--- config.mk ---
export PLATFORM = sky130hd
export DESIGN_NAME = branch_resolve_unit
export DESIGN_NICKNAME = d
export VERILOG_FILES = /design/src/rtl/branch_resolve_unit.sv
export SDC_FILE = /design/constraint.sdc
export NUM_CORES = 1
export LEC_CHECK = 0
export ABC_AREA = 1
export BUFFER_PORTS_ARGS = -buffer_cell sky130_fd_sc_hd__buf_4
export CAP_MARGIN = 20
export CORE_ASPECT_RATIO = 0.75
export CORE_UTILIZATION = 50
export CTS_CLUSTER_DIAMETER = 30
export DETAILED_ROUTE_END_ITERATION = 16
export PLACE_DENSITY = 0.83
export SLEW_MARGIN = 30
export SYNTH_ARGS = -nofsm -noshare
export SYNTH_HDL_FRONTEND = slang
export SYNTH_SLANG_ARGS = --single-unit
--- constraint.sdc ---
create_clock -name clk -period 2 [get_ports clk]
set_input_delay 0 -clock clk [delete_from_list [all_inputs] [get_ports clk]]
set_output_delay 0 -clock clk [all_outputs]
set_load 0.05 [all_outputs]
--- src/rtl/branch_resolve_unit.sv ---
// branch_resolve_unit: RV32I conditional branch resolution with registered PC select, 2-bit BHT and statistics
module branch_resolve_unit #(
    parameter int XLEN      = 32,
    parameter int BHT_DEPTH = 16,
    parameter int IDX_LSB   = 2,
    parameter int CNT_W     = 16
) (
    input  logic             clk,
    input  logic             rst_n,
    input  logic [XLEN-1:0]  pred_pc,
    output logic             pred_taken,
    input  logic             res_valid,
    input  logic [XLEN-1:0]  res_pc,
    input  logic             branch,
    input  logic [2:0]       funct3,
    input  logic             zero,
    input  logic             lt,
    input  logic             ltu,
    input  logic             res_pred_taken,
    output logic             pc_src,
    output logic             mispredict,
    output logic             illegal_br,
    output logic [CNT_W-1:0] br_count,
    output logic [CNT_W-1:0] mispred_count,
    input  logic             stat_clr
);
    localparam int IW = $clog2(BHT_DEPTH);
    logic [1:0]    bht [BHT_DEPTH];
    logic          fire, legal, taken, upd, miss;
    logic [IW-1:0] ridx;
    logic [1:0]    cur;
    logic          unused;
    assign unused = ^{pred_pc, res_pc};
    always_comb begin
        fire  = res_valid & branch;
        legal = funct3[2:1] != 2'b01;
        // funct3[0] inverts the base condition: BNE/BGE/BGEU are complements of BEQ/BLT/BLTU
        taken = legal & ((funct3[2] ? (funct3[1] ? ltu : lt) : zero) ^ funct3[0]);
        upd   = fire & legal;
        miss  = upd & (taken != res_pred_taken);
        ridx  = res_pc[IDX_LSB +: IW];
        cur   = bht[ridx];
    end
    assign pred_taken = bht[pred_pc[IDX_LSB +: IW]][1];
    always_ff @(posedge clk or negedge rst_n) begin
        if (!rst_n) begin
            pc_src        <= 1'b0;
            mispredict    <= 1'b0;
            illegal_br    <= 1'b0;
            br_count      <= '0;
            mispred_count <= '0;
            for (int i = 0; i < BHT_DEPTH; i++) bht[i] <= 2'b01;
        end else begin
            pc_src        <= upd & taken;
            mispredict    <= miss;
            illegal_br    <= fire & !legal;
            br_count      <= stat_clr ? '0 : (upd && !(&br_count)) ? br_count + 1'b1 : br_count;
            mispred_count <= stat_clr ? '0 : (miss && !(&mispred_count)) ? mispred_count + 1'b1 : mispred_count;
            if (upd) bht[ridx] <= taken ? ((&cur) ? cur : cur + 2'b01) : ((|cur) ? cur - 2'b01 : cur);
        end
    end
endmodule

Word-level counts from Yosys, hierarchy flattened
Cells that the tools add are included.
W data, S select, Z words.
Word-level totals
  register bits after elaboration: 67
  logic and storage cells: 69
  input bits: 76
Operators by class
  equality and inequality tests: 2
  add/subtract/negate cells: 4
  bitwise logic cells: 9
  $lt $le $gt $ge: 3
  mux-type cells: 18
  reductions and logical operators: 12
Operators by type and width (number)
  $mux W16: 4
  $add A16 B1 Y16 const B: 2
  $bwmux W32: 1
  $reduce_and A16 Y1: 2
  $bmux W2 S4: 2
  $mux W2: 8
  $ge A5 B5 Y1 const B: 2
  $not A4 Y5: 2
  $demux W2 S4: 1
  $and A1 B1 Y1: 6
  $lt A5 B1 Y1 const B: 1
  $reduce_bool A2 Y1: 2
  $logic_and A1 B1 Y1: 3
  $logic_not A1 Y1: 3
  $add A2 B1 Y2 const B: 1
  $mux W1: 2
  $ne A2 B1 Y1 const B: 1
  $reduce_and A2 Y1: 1
  $reduce_or A2 Y1: 1
  $sub A2 B1 Y2 const B: 1
  $ne A1 B1 Y1: 1
  $xor A1 B1 Y1: 1

Logic depth before layout (Yosys ltp)
Gate-level depths: netlist of run 1.
  depth after elaboration: 9
  gate-level depth with buffers: 15
  mapped depth without buffers: 13

Worst setup path before layout of run 1
No wires, ideal clock.
  path kind: register -> register
  start: register mispred_count[0]
  end: register mispred_count[11]
  arrival time: 2016 ps
  buffers on the path: 1
  stages on the path, launching flop included: 10
  path slack: -135 ps
  period minus slack after synthesis: 2135 ps
  cells stage by stage: dfrtp_1 ha_1 nand3_1 nor3_2 nand4_2 nand4_2 nand2_1 buf_2 nand2_1 nand2_1
Between the ends
  word-level cells in the longest chain between the ends: 4
Ends and longest elaborated chain
  start, declared: RTL line 24  | output logic [CNT_W-1:0] mispred_count,
  start signal, assigned: RTL line 58  | mispred_count <= stat_clr ? '0 : (miss && !(&mispred_count)) ? mispred_count + 1'b1 : mispred_count;
  parallel branches: the longest is 4 deep, another holds $add A16 B1 Y16
Parallel ways; which one is timed is not known. The select of a mux whose other input is x is not followed.
A chain may end at the register's enable or synchronous reset.

Final worst setup path of run 1
Ends and elaborated chain as after synthesis.

==> results of run 1 <==
## what timing repair did
| item | in CTS | in global routing |
|---|---|---|
| hold endpoints to repair | 53 | 0 |
| gates resized for setup | 0 | 2 |
| endpoints found under the setup margin | 0 | 14 |
| hold buffers | 4 | 0 |
## final cells by class
| class | instances | share of cell area, % |
|---|---|---|
| Multi-Input combinational cell | 455 | 43.3 |
| Sequential cell | 67 | 34.7 |
| Clock buffer | 10 | 2.81 |
| Clock inverter | 6 | 1.33 |
| Inverter | 57 | 4.37 |
| Timing Repair Buffer | 69 | 10.8 |
| Tap cell | 105 | 2.69 |
## worst max-delay path: cells and delay by family, from the launching register on
kind,cells,cell delay (ns)
adders and majority gates,1,0.20
DFF,1,0.40
and+or+nand+nor,7,1.11
## sequential cells by signal, summed over array words and instances, names as in the netlist
name and count:
mispredict 1, pc_src 1, br_count 16, mispred_count 16, bht 32, illegal_br 1
## metrics by stage
stage	total power, mW	cell area, sq um	hold slack (ns)	setup slack, ns
6_report	3.14	4890	0.0244	0.166
5_1_grt	3.28	4890	0.0128	0.0155
4_1_cts	3.16	4890	0.00455	0.0337
3_5_place_dp	1.99	4640	0.145	0.0560
3_3_place_gp	1.98	4640	0.141	0.161
2_1_floorplan	1.84	4120	-0.296	0.0289
## power groups by stage
stage / clock (mW) / combinational [mW] / sequential, mW
floorplan: 0 / 0.275 / 1.56
global placement: 0 / 0.431 / 1.54
detailed placement: 0 / 0.444 / 1.55
CTS: 1.18 / 0.453 / 1.52
global route: 1.24 / 0.509 / 1.53
finish: 1.16 / 0.455 / 1.53
## worst paths after layout
path                                       start                 to  slack, ns  cells past startpoint
worst max-delay path            mispred_count[0]  mispred_count[11]       0.17                      8
worst min-delay path                   funct3[2]         illegal_br       0.02                      4
worst max register to register  mispred_count[0]  mispred_count[11]       0.17                      8
worst min register to register           bht[20]            bht[20]       0.47                      2
max in group asynchronous                  rst_n            bht[24]       1.04                      3
min in group asynchronous                  rst_n             bht[5]       0.29                      2
## cell usage after synthesis
library cell / n
mux2i_1: 4
buf_6: 3
and2_1: 1
clkinv_1: 1
xor2_1: 14
a41oi_1: 1
nor3_1: 7
nand4_2: 2
nor3b_1: 1
o21ai_1: 2
o211ai_1: 4
clkbuf_1: 6
o21bai_1: 1
o21ai_0: 17
nand2_2: 4
dfrtp_1: 51
xnor2_1: 4
nor2_2: 2
nor2_1: 59
inv_2: 3
nand3b_1: 6
o21bai_4: 1
buf_4: 2
nand3_1: 61
nor3_2: 1
nand2_4: 2
nand2_1: 242
buf_1: 1
buf_2: 4
inv_1: 53
dfstp_2: 16
a21oi_1: 6
nand4_1: 8
ha_1: 2
or2_2: 2
nor2_4: 1
## routing by layer
| layer | vias to the layer above | GRT usage [%] |
|---|---|---|
| li1 | 2005 | - |
| met1 | 1915 | 34.4 |
| met2 | 158 | 43.4 |
| met3 | 12 | 5.84 |
| met4 | 0 | 6.16 |
| met5 | - | 0 |
## cells by family after synthesis
group | after synthesis
flip-flops | 67
AND/OR/NAND/NOR | 399
buffers and inverters | 73
XOR/XNOR | 18
multiplexers | 4
adder cells (fa/ha/maj) | 2
AO/OA/AOI/OAI | 32
==> results.cfg, run 1 <==
[clock_tree]
cts.sinks = 67
cts_buffers = 9
clkSlewWorstSetupHoldPaths_ns = 0.08
cts_setup_buffers = 0
cts-root-buf = clkbuf_8
cts_tree = built
cts.htree.levels = 3
clk_path_buf_depth = 2
worstSkewPairLatency_ns = 0.35

[place]
gp_congestion = 0.912
port_buffers = 55
dp_hpwl_um = 7330
dp.cells = 749

[final_layout]
seq_area_sq_um = 1700
fillers = 724
drive_above_1_share_pct = 17.9
instances_no_fill = 769
fin_util_pct = 61.8
layout_commonest_cell = nand2_1
antenna-diode-count = 0
multiInputGateArea_sq_um = 2120
final_cell_mix = nand2_1 (241), buf_4 (65), nand3_1 (61)
syn2layout_area_growth_pct = 18.8
final_nets = 737

[yosys]
ys_warn_count = 0
muxShareOfSynthArea_pct = 0.973
ys_types = 36
synth.avg_cell_area_sq_um = 6.92
synth_nets = 673
synth_top_area_share_pct = 31.0
ys_ff_latch = 67
synthSimpleGateAreaFrac_pct = 41.2
synth_area_sq_um = 4120
synthAdderAreaFrac_pct = 0.608
synth_top_family_by_area = simple AND/OR/NAND/NOR gates
ys_seq_area_share_pct = 41.2
synth_xor_area_share_pct = 3.83
synth_area_leader_cell = dfrtp_1
synthTopCellsByArea = dfrtp_1 (31%), nand2_1 (22%), dfstp_2 (10%)
syn_inst = 595
synth_compound_area_share_pct = 4.62

[critical_path]
cp_cell_sequence = ha_1 > nand3_1 > nor3_2 > nand4_2 > nand4_2 > nand2_2 > nand2_1 > nand2_1
critPathMaxFanout = 11
crit_path_max_incr_delay_ns = 0.40
cp_slowest_cell = dfrtp_2
start_kind = register
cp_data_required_time_ns = 2.25
path_class = register to register
endpoint_kind = register
cp.arrival_ns = 2.08

[timing]
setup_viol = 0
timing.fmax_mhz = 545
max-slew-margin-rel_pct = 44.2
rsz0062_at_grt = no
fin_setup_tns_ns = 0
fin_worst_skew_ns = 0.0127
fin_crit_ns = 1.83
worst_pin_slew_ns = 0.836
hold_violations = 0
slew_violations = 0
post-route-period-util_pct = 91.7

[drt]
routed-via-count = 4090
via_per_inst = 5.32
wl_met3_um = 764
m1WireLength_um = 4600
wirelength_um = 10300
drc_errors = 0
met2_length_um = 4830
drtIter0Drc = 284
drtPass1Iterations = 5
ant_nets = 0
highest_layer = met4
wire_per_inst_um = 13.4

[global_routing]
grt_max_degree = 66
grt_util_all_layers_pct = 26.0
grt_pass1_wl_um = 17500
antenna_found_initial = 0
overflow = 0
grt_pass1_vias = 3819

[power]
vdd_drop_max_mv = 0.325
leakagePower_nw = 2.49
seq_power_share_pct = 48.6
p_int_mw = 2.23
swShare_pct = 29.1
p_switching_mw = 0.912
pwr-share-comb_pct = 14.5
clkPwrFrac_pct = 36.9
powerDensity_nw_per_um2 = 641

[die]
fp-row-count = 28
io_pins = 112
die_w_um = 107
core_area_sq_um = 7920
start_util_pct = 52.0
dieArea_sq_um = 8600
die_h_um = 80.6

[min_path]
hold_class = input pin to register

[flow_run]
drv_cap = 0

[status]
status = complete, no violations
Power figures use the tool's default switching activity.
==> inputs of run 2 (changes only) <==
- CELL_PAD_IN_SITES_DETAIL_PLACEMENT: not set -> 1
- CELL_PAD_IN_SITES_GLOBAL_PLACEMENT: not set -> 1
- CORE_UTILIZATION: 50 -> 37
- PLACE_DENSITY: 0.83 -> 0.89
- TNS_END_PERCENT: not set -> 100
==> run 2 against run 1 <==
Net effect:
- clock power rose by 49%
- wire length rose by 25%
- sequential power barely moved
- via count rose by 2.0%
- final cell count rose by 4.3%
- final area rose by 3.6%
- fmax rose by 0.48%
- critical path depth did not move
- worst setup slack improved by 0.0088 ns
- worst hold slack improved by 0.060 ns
- non-clock buffer count rose by 2
- critical path type unchanged
- critical endpoint is now mispred_count[14]
- largest cell class unchanged
- largest power group is now the clock network
==> results.cfg, run 2 (synthesis gave the netlist of run 1 again) <==
[timing]
slew_violations = 0
setup_ws_ns = 0.175
fin_worst_skew_ns = 0.00627
hold_slack_ns = 0.0839
rsz0062_at_grt = yes
setup_viol = 0
timing.fmax_mhz = 548
max-slew-margin-rel_pct = 57.1
hold_violations = 0
fin_crit_ns = 1.83
post-route-period-util_pct = 91.3
worst_pin_slew_ns = 0.643

[drt]
wire_per_inst_um = 16.1
drtIter0Drc = 168
wirelength_um = 12900
via_per_inst = 5.20
routed-via-count = 4171
drc_errors = 0
drtPass1Iterations = 4
ant_nets = 0

[die]
die_h_um = 93.3
core_area_sq_um = 10500
fp-row-count = 32
die_w_um = 124
dieArea_sq_um = 11600
io_pins = 112
start_util_pct = 39.1

[final_layout]
multiInputGateArea_sq_um = 2120
syn2layout_area_growth_pct = 23.0
final_nets = 739
reg.largest.list = bht: 32 flops, br_count: 16 flops, mispred_count: 16 flops
instances_no_fill = 802
largest_reg_flops = 32
final_cell_mix = nand2_1 (241), buf_4 (65), nand3_1 (61)
drive_above_1_share_pct = 17.4
final_cell_area_sq_um = 5060
fillers = 1371
seq_area_sq_um = 1700
regMostFlops = bht
antenna-diode-count = 0
layout_commonest_cell = nand2_1

[power]
vdd_drop_max_mv = 0.424
powerDensity_nw_per_um2 = 738
power.total_mw = 3.74
leakagePower_nw = 2.55

[critical_path]
crit_path_max_incr_delay_ns = 0.40
cp_cell_sequence = ha_1 > nand3_1 > nor3_2 > nand4_2 > nand4_2 > nand2_2 > nand2_1 > nand2_1
start_kind = register
cp_slowest_cell = dfrtp_2
cp.arrival_ns = 2.06
path_class = register to register
cp_data_required_time_ns = 2.24
critPathMaxFanout = 11
r2r_setup_slack_ns = 0.17
endpoint_kind = register

[global_routing]
grt_util_all_layers_pct = 24.6
grt_max_degree = 48
grt_pass1_wl_um = 21600
grt_pass1_vias = 4468
antenna_found_initial = 0
overflow = 0

[place]
dp.cells = 781
dp_slack_ns = 0.0512
port_buffers = 55
dp_hpwl_um = 9410
placed_area_sq_um = 4690
gp_congestion = 0.851

[status]
status = complete, no violations

[clock_tree]
clk_path_buf_depth = 2
cts_tree = built
clkSlewWorstSetupHoldPaths_ns = 0.06
worstSkewPairLatency_ns = 0.34
cts.sinks = 67
cts.htree.levels = 3
cts_setup_buffers = 0
cts-root-buf = clkbuf_16
cts_buffers = 9

[flow_run]
drv_cap = 0

[min_path]
hold_class = input pin to register
## run 2: changes by cell type in the layout (fill, tap and decap cells not counted), moves of 2 or more
cell	before	now
clkinv_2	2	0
clkinv_4	2	0
clkbuf_8	10	1
clkbuf_1	0	4
clkbuf_16	0	9
## run 2: stage by stage
| step | utilization, % | setup TNS [ns] |
|---|---|---|
| 4_1_cts | 48.0 | 0 |
| 5_1_grt | 48.1 | -0.00810 |
| 3_3_place_gp | 44.5 | 0 |
| 3_5_place_dp | 44.5 | 0 |
| 2_1_floorplan | - | 0 |
| 6_report | 48.1 | 0 |
## run 2: cell type report
cell class | instances | area share [%]
Multi-Input combinational cell | 455 | 41.8
Sequential cell | 67 | 33.5
Timing Repair Buffer | 71 | 10.8
Clock buffer | 14 | 5.01
Inverter | 57 | 4.22
Tap cell | 136 | 3.36
Clock inverter | 2 | 1.19
## run 2: path summary, 6_finish.rpt
kind	startpoint	cells past startpoint	endpoint
worst max-delay path	mispred_count[0]	8	mispred_count[14]
worst min-delay path	funct3[0]	5	pc_src
worst max register to register	mispred_count[0]	8	mispred_count[14]
worst min register to register	bht[2]	2	bht[2]
max in group asynchronous	rst_n	3	bht[24]
min in group asynchronous	rst_n	2	bht[5]
## run 2: worst max-delay path, delay by kind of cell, from the launching register on
kind	cells	cell delay [ns]
adders and majority gates	1	0.20
DFF	1	0.40
and+or+nand+nor	7	1.11
## run 2: timing repair
item | in CTS | in global routing
endpoints found under the setup margin | 0 | 12
hold buffers | 5 | 0
endpoints found under the hold margin | 42 | 0
gates resized for setup | 0 | 3
## run 2: routing by layer
layer	up-vias	wire [um]	GRT usage, %
met1	2048	5680	30.3
met5	-	0	0
met4	0	235	8.94
met2	95	6310	41.6
met3	23	651	6.10
li1	2005	-	-
## run 2: power by group
part	total, mW	switching [mW]	internal, mW	leakage (nW)
registers	1.53	0.0553	1.47	0.872
logic	0.479	0.331	0.148	1.53
clock network	1.73	0.600	1.13	0.151
total	3.74	0.987	2.75	2.55
